### src/rtl/obj_centroid.sv
// obj_centroid: accumulates lit-pixel coordinates per frame and computes the object centroid
// with a serial restoring divider started at each vertical-sync rising edge.
module obj_centroid #(
  parameter int MIN_PIXELS = 16
) (
  input  logic        PClk,
  input  logic        Rst_n,
  input  logic        Binary_in,
  input  logic        VtcDe,
  input  logic        VtcVs,
  input  logic [11:0] VtcHCnt,
  input  logic [11:0] VtcVCnt,
  output logic [11:0] center_h,
  output logic [11:0] center_v,
  output logic        obj_valid,
  output logic        center_update
);
  localparam logic [2:0] IDLE   = 3'd0;
  localparam logic [2:0] CHECK  = 3'd1;
  localparam logic [2:0] DIV_H  = 3'd2;
  localparam logic [2:0] DIV_V  = 3'd3;
  localparam logic [2:0] UPDATE = 3'd4;
  localparam logic [23:0] MIN_CNT = 24'(MIN_PIXELS);
  logic [2:0]  state;
  logic        vs_q, armed, ok;
  logic [35:0] sum_h, sum_v, snap_h, snap_v, dq;
  logic [23:0] cnt, snap_cnt, rem, nrem;
  logic [5:0]  bit_cnt;
  logic [11:0] qh;
  logic        frame_end, pix, ge;
  logic [24:0] sh;
  // armed blocks a VtcVs already high at reset release from looking like a rising edge
  always_comb begin
    frame_end = VtcVs & ~vs_q & armed;
    pix       = VtcDe & Binary_in;
    sh        = {rem, dq[35]};
    ge        = sh >= {1'b0, snap_cnt};
    nrem      = ge ? 24'(sh - {1'b0, snap_cnt}) : sh[23:0];
  end
  always_ff @(posedge PClk or negedge Rst_n) begin
    if (!Rst_n) begin
      state         <= IDLE;
      vs_q          <= 1'b0;
      armed         <= 1'b0;
      ok            <= 1'b0;
      sum_h         <= '0;
      sum_v         <= '0;
      cnt           <= '0;
      snap_h        <= '0;
      snap_v        <= '0;
      snap_cnt      <= '0;
      dq            <= '0;
      rem           <= '0;
      bit_cnt       <= '0;
      qh            <= 12'hFFF;
      center_h      <= 12'hFFF;
      center_v      <= 12'hFFF;
      obj_valid     <= 1'b0;
      center_update <= 1'b0;
    end else begin
      vs_q          <= VtcVs;
      armed         <= armed | ~VtcVs;
      sum_h         <= (frame_end ? 36'd0 : sum_h) + (pix ? 36'(VtcHCnt) : 36'd0);
      sum_v         <= (frame_end ? 36'd0 : sum_v) + (pix ? 36'(VtcVCnt) : 36'd0);
      cnt           <= (frame_end ? 24'd0 : cnt) + 24'(pix);
      center_update <= state == UPDATE;
      case (state)
        IDLE: if (frame_end) begin
          snap_h   <= sum_h;
          snap_v   <= sum_v;
          snap_cnt <= cnt;
          state    <= CHECK;
        end
        CHECK: begin
          ok      <= snap_cnt >= MIN_CNT;
          dq      <= snap_cnt >= MIN_CNT ? snap_h : 36'hFFF;
          qh      <= 12'hFFF;
          rem     <= '0;
          bit_cnt <= '0;
          state   <= snap_cnt >= MIN_CNT ? DIV_H : UPDATE;
        end
        DIV_H, DIV_V: begin
          rem     <= nrem;
          dq      <= {dq[34:0], ge};
          bit_cnt <= bit_cnt + 6'd1;
          if (bit_cnt == 6'd35) begin
            bit_cnt <= '0;
            rem     <= '0;
            if (state == DIV_H) begin
              qh    <= {dq[10:0], ge};
              dq    <= snap_v;
              state <= DIV_V;
            end else begin
              state <= UPDATE;
            end
          end
        end
        UPDATE: begin
          center_h  <= qh;
          center_v  <= dq[11:0];
          obj_valid <= ok;
          state     <= IDLE;
        end
        default: state <= IDLE;
      endcase
    end
  end
endmodule

### config.mk
export PLATFORM = sky130hd
export DESIGN_NAME = obj_centroid
export DESIGN_NICKNAME = d
export VERILOG_FILES = /design/src/rtl/obj_centroid.sv
export SDC_FILE = /design/constraint.sdc
export NUM_CORES = 1
export LEC_CHECK = 0
export BUFFER_PORTS_ARGS = -buffer_cell sky130_fd_sc_hd__buf_2
export CAP_MARGIN = 10
export CORE_MARGIN = 8
export CORE_UTILIZATION = 35
export CTS_BUF_LIST = sky130_fd_sc_hd__clkbuf_4
export CTS_CLUSTER_SIZE = 10
export DETAILED_ROUTE_END_ITERATION = 7
export SETUP_SLACK_MARGIN = 0.15
export SYNTH_ARGS = -nofsm -noshare
export SYNTH_HDL_FRONTEND = slang
export SYNTH_SLANG_ARGS = --single-unit
export TNS_END_PERCENT = 50
### constraint.sdc
create_clock -name PClk -period 4.3 [get_ports PClk]
set_clock_uncertainty 0.15 [all_clocks]
set_input_delay 0.645 -clock PClk [delete_from_list [all_inputs] [get_ports PClk]]
set_output_delay 0.645 -clock PClk [all_outputs]
set_load 0.05 [all_outputs]
==> run_results.csv, run 1 <==
group,metric,value,unit
job,maxCapViolations,0,
timing,hold_slack,0.182,ns
floorplan,die_w,225,microns
grt,grt_pass1_vias,11500,
placement,dp_hpwl,24.5,mm
logic_synthesis,synth_edf_count,0,
clock_network,cts_buffers,81,
logic_synthesis,post_synth_mux_area_share,7.46,%
power,cellLeakagePower,0.00817,uW
drt,drt_iter0_drc,762,
floorplan,fp-row-count,76,
logic_synthesis,synthDistinctLibCells,65,
grt,grt_max_degree,120,
logic_synthesis,synth_top_family_by_area,"simple AND/OR/NAND/NOR gates",
finish,final_cell_mix,"dfrtp_1, nand2_1, clkbuf_4, mux2_2, nor2_1",
hold_path,hold-path-endpoint,"sum_v[0]",
drt,drc_errors,0,
grt,track_usage,14.7,%
timing,slew_headroom,17.2,%
worst_setup_path,r2r_end,"sum_v[28]",
logic_synthesis,yosysWarnings,0,
timing,rsz0062_at_grt,"false",
worst_setup_path,r2r_start,"vs_q",
timing,fmax,253,MHz
clock_network,cts_setup_buffers,0,
power,ir_drop,140,uV
clock_network,clock_latency,0.74,ns
finish,n_fill_cell,4331,
drt,drtAntennaViolNets,0,
logic_synthesis,synth.avg_cell_area,9.96,sq um
grt,antenna_found_initial,2,
logic_synthesis,ys_seq_area_share,49.5,%
logic_synthesis,synth-async-reset-ratio,100,%
timing,worst_pin_slew,1.24,ns
worst_setup_path,startpoint,"VtcVs",
worst_setup_path,cp_data_required_time,4.74,ns
worst_setup_path,crit_path_start_kind,"primary input",
clock_network,cts_tree,"yes",
clock_network,ctsLongestPathBuffers,3,
worst_setup_path,path_class,"primary input to flip-flop",
worst_setup_path,ff2ff_setup_slack,0.50,ns
placement,gp_congestion,0.851,
timing,hold_viol_final,0,
grt,overflow,0,
hold_path,hold_depth,3,
drt,dr_total_vias,11800,
finish,nNetsFinal,1707,
placement,placed_cells,2124,
timing,fin_tns_setup,0,ns
logic_synthesis,synth_xor_area_share,5.37,%
logic_synthesis,synthAdderAreaFrac,4.55,%
grt,grt_first_pass_wirelength,61.6,mm
timing,setup_viol,0,
finish,finalNonFillerCells,2264,
outcome,status,"complete, no violations",
logic_synthesis,ys.flop_type,"dfrtp_1",
drt,via_per_inst,5.19,
placement,pre_cts_slack,0.239,ns
floorplan,core,43200,sq um
timing,period_needed,3.95,ns
worst_setup_path,cp_max_fo,11,
placement,port_buffers,54,
floorplan,num_io_pins,55,
clock_network,cts_root_buf,"clkbuf_4",
floorplan,start_util,35.5,%
worst_setup_path,cp.arrival,4.39,ns
logic_synthesis,synth-compound-area-share,12.7,%
logic_synthesis,synthesis.area,15300,sq um
floorplan,die_y,225,microns
floorplan,die-area,50800,sq um
clock_network,cts_sinks,302,
logic_synthesis,synth-simple-area-share,17.3,%
finish,area_delta_synth_final,13.1,%
hold_path,hp-start,"VtcVCnt[0]",
finish,drive_above_1_share,21.7,%
drt,wl_per_cell,16.2,microns
timing,period_share,91.9,%
worst_setup_path,rr_worst_depth,12,
logic_synthesis,syn_inst,1540,
logic_synthesis,synth.ff_latch_count,302,
clock_network,htree_levels,3,
drt,drt_wl_total,36.8,mm
drt,drtPass1Iterations,4,
power,power_density,357,nW/um^2
clock_network,clkTransAtPathRegs,0.06,ns
finish,final_common_cell,"dfrtp_1",
timing,drv_slew,0,
timing,finalWorstSetupSlack,0.350,ns
worst_setup_path,cp-end-kind,"flip-flop",
logic_synthesis,syn-num-nets,1623,
hold_path,hold_path_class,"primary input to flip-flop",
worst max path at each step:
stage	end	cells after the start
after global placement	sum_v[28]	13
after floorplan	sum_v[28]	14
after global routing	sum_h[16]	13
after CTS	sum_v[28]	14
after detailed placement	sum_v[28]	13
final	sum_v[28]	14
worst max-delay path, stage by stage:
cell and delay (ns):
dlygate4sd3_1 0.58, buf_2 0.16, nand3b_1 0.26, buf_4 0.28, and2_1 0.19, fa_1 0.44
a21o_1 0.17, a21oi_1 0.23, o21bai_1 0.13, a2111oi_2 0.63, o311ai_4 0.25, nand3_2 0.20
xor2_1 0.15, nor2_1 0.05
sequential cells by signal (all words and copies together), names as in the netlist, 6 cells and up:
register	flops
snap_cnt	24
dq	36
center_h	12
sum_v	36
bit_cnt	6
qh	12
center_v	12
snap_h	36
snap_v	36
cnt	24
rem	24
sum_h	36
what timing repair did:
item                                   4_1_cts  5_1_grt
setup endpoints to repair                    0        0
hold buffers                                 2        0
gates resized for setup                      0        0
endpoints found under the hold margin       61        0
kinds of logic (layout without fill, tap and decap cells):
logic type      after synthesis  in the layout
compound gates              308            308
xor+xnor                     94             94
mux                         102            102
simple gates                556            556
buf+inv                     124            262
fa+ha+maj                    54             54
other cells                   0              1
flops                       302            302
metal layers:
layer / routed length [microns] / vias to the layer above / global-route usage, %
met5: 0 / - / 0
met4: 661 / 0 / 4.55
met3: 1710 / 63 / 3.15
met2: 16300 / 254 / 21.8
met1: 18100 / 5761 / 21.2
li1: - / 5677 / -
final cells by class:
class,instances,area [sq um],area share (%)
Antenna cell,1,2.50,0.0144
Clock buffer,122,916,5.28
Clock inverter,15,114,0.656
Inverter,44,165,0.952
Multi-Input combinational cell,1114,7300,42.0
Sequential cell,302,7600,43.8
Tap cell,585,732,4.22
Timing Repair Buffer,81,526,3.03
where the power goes:
part	total (uW)	switching (uW)	internal, uW
registers	3040	83.4	2960
clock network	2580	1180	1400
logic	563	337	225
total	6190	1600	4590
Yosys cell counts, drive strengths merged (14+ instances only):
cell type	instances	area, sq um
xor2	50	438
a21o	14	105
clkbuf	71	267
nand2	218	818
and3	42	268
and2	33	206
o21ai	89	449
a21oi	85	425
o311ai	20	193
nand3	75	385
mux2	99	1110
nand4	17	106
dfstp	36	946
xnor2	44	385
inv	44	165
nor3	14	91.3
ha	51	638
nor2	90	338
nor4	16	100
a31oi	28	175
dfrtp	266	6660
o31ai	14	110
through the flow:
stage	power [uW]	cell area [sq um]	util (%)
after global placement	3640	16300	37.8
after CTS	6290	17400	40.2
final	6190	17400	40.2
after detailed placement	3650	16300	37.8
after floorplan	3440	15300	-
after global routing	6530	17400	40.2
No activity file was read; power rests on OpenSTA's default activity.
==> run 2, diff against run 1 <==
- MAX_ROUTING_LAYER: default -> met4
==> run 2 against run 1 <==
Net effect: register-to-register slack is essentially flat; total power is essentially flat; sequential power barely moved; fmax up 0.15%; sequential share of layout area is 0.070 points lower; die area unchanged; cell area increased by 0.16%.
==> run_results.csv, run 2 (synthesized netlist as in run 1, its figures left out) <==
group,metric,value,unit
outcome,status,"complete, no violations",
grt,overflow,0,
worst_setup_path,path_class,"primary input to flip-flop",
timing,period_needed,3.94,ns
drt,drtAntennaViolNets,0,
timing,hold_slack,0.173,ns
drt,drt_iter0_drc,857,
worst_setup_path,cp_max_fo,11,
timing,drv_slew,0,
drt,drtPass1Iterations,4,
finish,nNetsFinal,1708,
timing,worst_pin_slew,1.14,ns
power,power_switching,1600,uW
drt,dr_total_vias,11700,
drt,drc_errors,0,
drt,wl_met3,1.67,mm
clock_network,clock_latency,0.75,ns
power,power_density,356,nW/um^2
power,seq_power_share,49.1,%
clock_network,cts_root_buf,"clkbuf_4",
timing,slew_headroom,23.8,%
clock_network,cts_tree,"yes",
timing,setup_viol,0,
timing,fin_tns_setup,0,ns
finish,drive_above_1_share,21.7,%
clock_network,htree_levels,3,
drt,highest_layer,"met4",
timing,hold_viol_final,0,
power,p_clk_share,41.8,%
clock_network,cts_buffers,81,
drt,met2_length,16.4,mm
placement,gp_congestion,0.863,
job,maxCapViolations,0,
floorplan,core,43200,sq um
drt,wl_per_cell,16.3,microns
grt,grt_max_degree,120,
finish,final_cell_mix,"dfrtp_1, nand2_1, clkbuf_4, mux2_2, nor2_1",
finish,area_delta_synth_final,13.3,%
clock_network,ctsLongestPathBuffers,3,
clock_network,cts_sinks,302,
floorplan,fp-row-count,76,
floorplan,die_w,225,microns
floorplan,start_util,35.5,%
floorplan,num_io_pins,55,
finish,final_common_cell,"dfrtp_1",
drt,wl_met1,18.2,mm
timing,period_share,91.7,%
power,swShare,25.9,%
power,pwr-share-comb,9.1,%
placement,dp_hpwl,24.5,mm
floorplan,die-area,50800,sq um
clock_network,clkTransAtPathRegs,0.06,ns
grt,grt_pass1_vias,11500,
worst_setup_path,cp_data_required_time,4.74,ns
floorplan,die_y,225,microns
worst_setup_path,cp-end-kind,"flip-flop",
drt,drt_wl_total,36.9,mm
power,ir_drop,140,uV
hold_path,hold_path_class,"primary input to flip-flop",
grt,grt_first_pass_wirelength,61.7,mm
power,internal_power,4590,uW
placement,port_buffers,54,
grt,antenna_found_initial,2,
worst_setup_path,crit_path_start_kind,"primary input",
finish,n_fill_cell,4329,
grt,track_usage,15.2,%
drt,via_per_inst,5.18,
clock_network,ctsResizeCount,0,
timing,fmax,254,MHz
power,cellLeakagePower,0.00818,uW
worst_setup_path,cp.arrival,4.39,ns
timing,rsz0062_at_grt,"false",
[run 2: cell count changes in the layout (fill, tap and decap cells not counted), sizes merged]
cell	before	now
buf	79	80
[run 2: power groups by stage]
stage / sequential [uW] / clock [uW] / combinational (uW)
floorplan: 3040 / 0 / 396
global placement: 3090 / 0 / 551
detailed placement: 3090 / 0 / 563
CTS: 3040 / 2680 / 570
global route: 3050 / 2840 / 642
finish: 3040 / 2590 / 563
[run 2: metal layers]
metal  vias up  GRT usage, %
met1      5738          21.4
met2       251          21.7
met3        64          3.18
met5         -             -
met4         0          4.55
li1       5672             -
[run 2: through the flow]
| step | worst slack [ns] | instance area, sq um | utilization (%) | power (uW) | cells |
|---|---|---|---|---|---|
| 3_5_place_dp | 0.239 | 16300 | 37.8 | 3650 | 2124 |
| 6_report | 0.356 | 17400 | 40.3 | 6190 | 2265 |
| 5_1_grt | 0.167 | 17400 | 40.3 | 6530 | 2265 |
| 3_3_place_gp | 0.294 | 16300 | 37.8 | 3640 | 2124 |
| 2_1_floorplan | 0.592 | 15300 | - | 3440 | 1540 |
| 4_1_cts | 0.414 | 17400 | 40.2 | 6290 | 2263 |
[run 2: worst max-delay path, cell delays in order]
cell and delay (ns):
dlygate4sd3_1 0.58, buf_2 0.16, nand3b_1 0.27, buf_4 0.28, and2_1 0.19, fa_1 0.44
a21o_1 0.17, a21oi_1 0.23, o21bai_1 0.13, a2111oi_2 0.63, o311ai_4 0.25, nand3_2 0.20
xor2_1 0.15, nor2_1 0.05
[run 2: area by class of cell]
cell class	count	area, sq um	area share (%)
Antenna cell	1	2.50	0.0144
Clock inverter	15	114	0.655
Tap cell	585	732	4.21
Inverter	44	165	0.950
Multi-Input combinational cell	1114	7300	42.0
Timing Repair Buffer	82	553	3.18
Sequential cell	302	7600	43.7
Clock buffer	122	916	5.27
[run 2: timing repair]
| action | 4_1_cts | 5_1_grt |
|---|---|---|
| buffers inserted | 0 | 0 |
| hold buffers | 2 | 0 |
| hold endpoints to repair | 61 | 0 |
[run 2: path summary, 6_finish.rpt]
| path | start | end | slack, ns | cells after the start |
|---|---|---|---|---|
| max | VtcVs | sum_v[28] | 0.36 | 14 |
| min | VtcVCnt[0] | sum_v[0] | 0.17 | 3 |
| max reg2reg | vs_q | sum_v[28] | 0.50 | 12 |
| min reg2reg | dq[30] | dq[30] | 0.33 | 2 |
| max in group asynchronous | Rst_n | snap_v[6] | 2.59 | 3 |
| min in group asynchronous | Rst_n | rem[14] | 0.38 | 2 |
==> run 3, diff against run 2 <==
--- a/config.mk
+++ b/config.mk
@@ -13,4 +13,5 @@
 export CTS_CLUSTER_SIZE = 10
 export DETAILED_ROUTE_END_ITERATION = 7
+export HOLD_SLACK_MARGIN = 0.02
 export MAX_ROUTING_LAYER = met4
 export SETUP_SLACK_MARGIN = 0.15
==> constraint.sdc (replaced) <==
create_clock -name PClk -period 4.3 [get_ports PClk]
set_clock_uncertainty 0.15 [all_clocks]
set_input_delay 0.215 -clock PClk [delete_from_list [all_inputs] [get_ports PClk]]
set_output_delay 0.215 -clock PClk [all_outputs]
set_load 0.05 [all_outputs]
==> run 3 against run 2 <==
Net effect: register-to-register slack lost 0.04 ns; cell area grew 1.7%; count of clock-buffer cells in the layout grew 9; routed wire length shrank 0.26%; critical endpoint is now sum_v[10]; final cell count grew 1.4%; sequential share of layout area shrank 0.72 points; highest routed layer unchanged; largest cell class unchanged.
==> run_results.csv, run 3 (synthesized netlist as in run 1, its figures left out) <==
group,metric,value,unit
timing,fmax,249,MHz
clock_network,clkTransAtPathRegs,0.06,ns
timing,period_share,93.2,%
outcome,status,"complete, no violations",
finish,final_cell_mix,"dfrtp_1, nand2_1, clkbuf_4, mux2_2, nor2_1",
clock_network,cts_root_buf,"clkbuf_4",
timing,rsz0062_at_grt,"false",
placement,gp_congestion,0.839,
worst_setup_path,r2r_start,"vs_q",
grt,grt_pass1_vias,11800,
timing,setup_viol,0,
drt,drtAntennaViolNets,0,
floorplan,num_io_pins,55,
drt,dr_total_vias,11800,
power,cellLeakagePower,0.00831,uW
worst_setup_path,cp.arrival,4.43,ns
floorplan,core,43200,sq um
grt,antenna_found_initial,1,
grt,grt_max_degree,122,
worst_setup_path,rr_worst_depth,12,
finish,nNetsFinal,1737,
worst_setup_path,cp_data_required_time,4.72,ns
placement,placed_cells,2120,
clock_network,cts_sinks,302,
timing,worst_pin_slew,1.15,ns
placement,port_buffers,54,
worst_setup_path,startpoint,"Binary_in",
worst_setup_path,cp-endpoint,"sum_v[10]",
timing,period_needed,4.01,ns
floorplan,die_w,225,microns
grt,overflow,0,
placement,dp_hpwl,24.4,mm
power,ir_drop,165,uV
floorplan,fp-row-count,76,
drt,via_per_inst,5.12,
drt,drt_iter0_drc,789,
power,power_density,353,nW/um^2
clock_network,ctsLongestPathBuffers,3,
timing,finalWorstSetupSlack,0.291,ns
floorplan,start_util,35.5,%
drt,wl_per_cell,16.0,microns
worst_setup_path,r2r_end,"sum_v[10]",
placement,pre_cts_slack,0.436,ns
clock_network,cts_buffers,81,
timing,slew_headroom,23.0,%
timing,drv_slew,0,
worst_setup_path,cp_max_fo,25,
finish,drive_above_1_share,21.8,%
worst_setup_path,cp-end-kind,"flip-flop",
timing,fin_tns_setup,0,ns
grt,track_usage,15.0,%
floorplan,die-area,50800,sq um
clock_network,htree_levels,3,
worst_setup_path,path_class,"primary input to flip-flop",
clock_network,clock_latency,0.69,ns
worst_setup_path,ff2ff_setup_slack,0.46,ns
grt,grt_first_pass_wirelength,61.4,mm
drt,drtPass1Iterations,5,
clock_network,cts_tree,"yes",
job,maxCapViolations,0,
finish,area_delta_synth_final,15.2,%
drt,drt_wl_total,36.8,mm
finish,finalNonFillerCells,2297,
finish,final_common_cell,"dfrtp_1",
hold_path,hold_path_class,"primary input to flip-flop",
timing,hold_viol_final,0,
drt,drc_errors,0,
worst_setup_path,crit_path_start_kind,"primary input",
floorplan,die_y,225,microns
==> run 3: worst min-delay path by stage <==
stage                 from   endpoint  slack [ns]  cells after the start
2_1_floorplan        Rst_n      armed       -0.23                      0
3_3_place_gp         Rst_n    rem[18]        0.09                      1
3_5_place_dp         Rst_n    rem[18]        0.09                      1
4_1_cts        VtcHCnt[11]  sum_h[11]        0.02                      4
5_1_grt        VtcHCnt[11]  sum_h[11]        0.08                      4
6_report             VtcDe   sum_h[0]        0.10                      3
==> run 3: what timing repair did <==
action | CTS | global route
hold buffers | 31 | 0
resized for setup | 0 | 0
hold endpoints to repair | 246 | 0
setup endpoints to repair | 0 | 12
setup buffers | 0 | 5
==> run 3: cell type report <==
class                      instances  area, sq um
fill                            4228        25500
sequential                       302         7600
multi-input combinational       1114         7300
clock buffer                     131          983
timing repair buffer             111          828
tap                              585          732
inverter                          44          165
clock inverter                     8         61.3
antenna                            2         5.00
==> run 3: through the flow <==
stage                     util [%]  hold slack (ns)  instance area (sq um)  power, uW
final                         40.9            0.101                  17700       6240
after floorplan                  -           -0.231                  15300       3440
after global placement        37.7           0.0910                  16300       3650
after CTS                     40.8           0.0207                  17600       6340
after global routing          40.9           0.0848                  17700       6580
after detailed placement      37.7           0.0916                  16300       3660
==> run 3: power breakdown <==
part           switching [uW]  internal, uW
clock                    1170          1420
combinational             341           250
sequential               98.5          2960
==> run 3: per-layer routing <==
| metal | GRT usage (%) | share of wire [%] |
|---|---|---|
| met2 | 22.1 | 44 |
| met1 | 20.6 | 50 |
| met4 | 4.91 | 2.2 |
| met5 | - | 0 |
| met3 | 2.93 | 3.8 |
==> run 3: critical path, stage by stage <==
cell and delay [ns]:
dlygate4sd3_1 0.54, buf_2 0.25, and3_1 0.19, dlygate4sd3_1 0.56, ha_1 0.23, fa_1 0.40
a21o_1 0.17, a21oi_1 0.22, o21bai_1 0.13, a2111oi_2 0.62, o31ai_1 0.17, xor2_1 0.17
dlygate4sd3_1 0.57
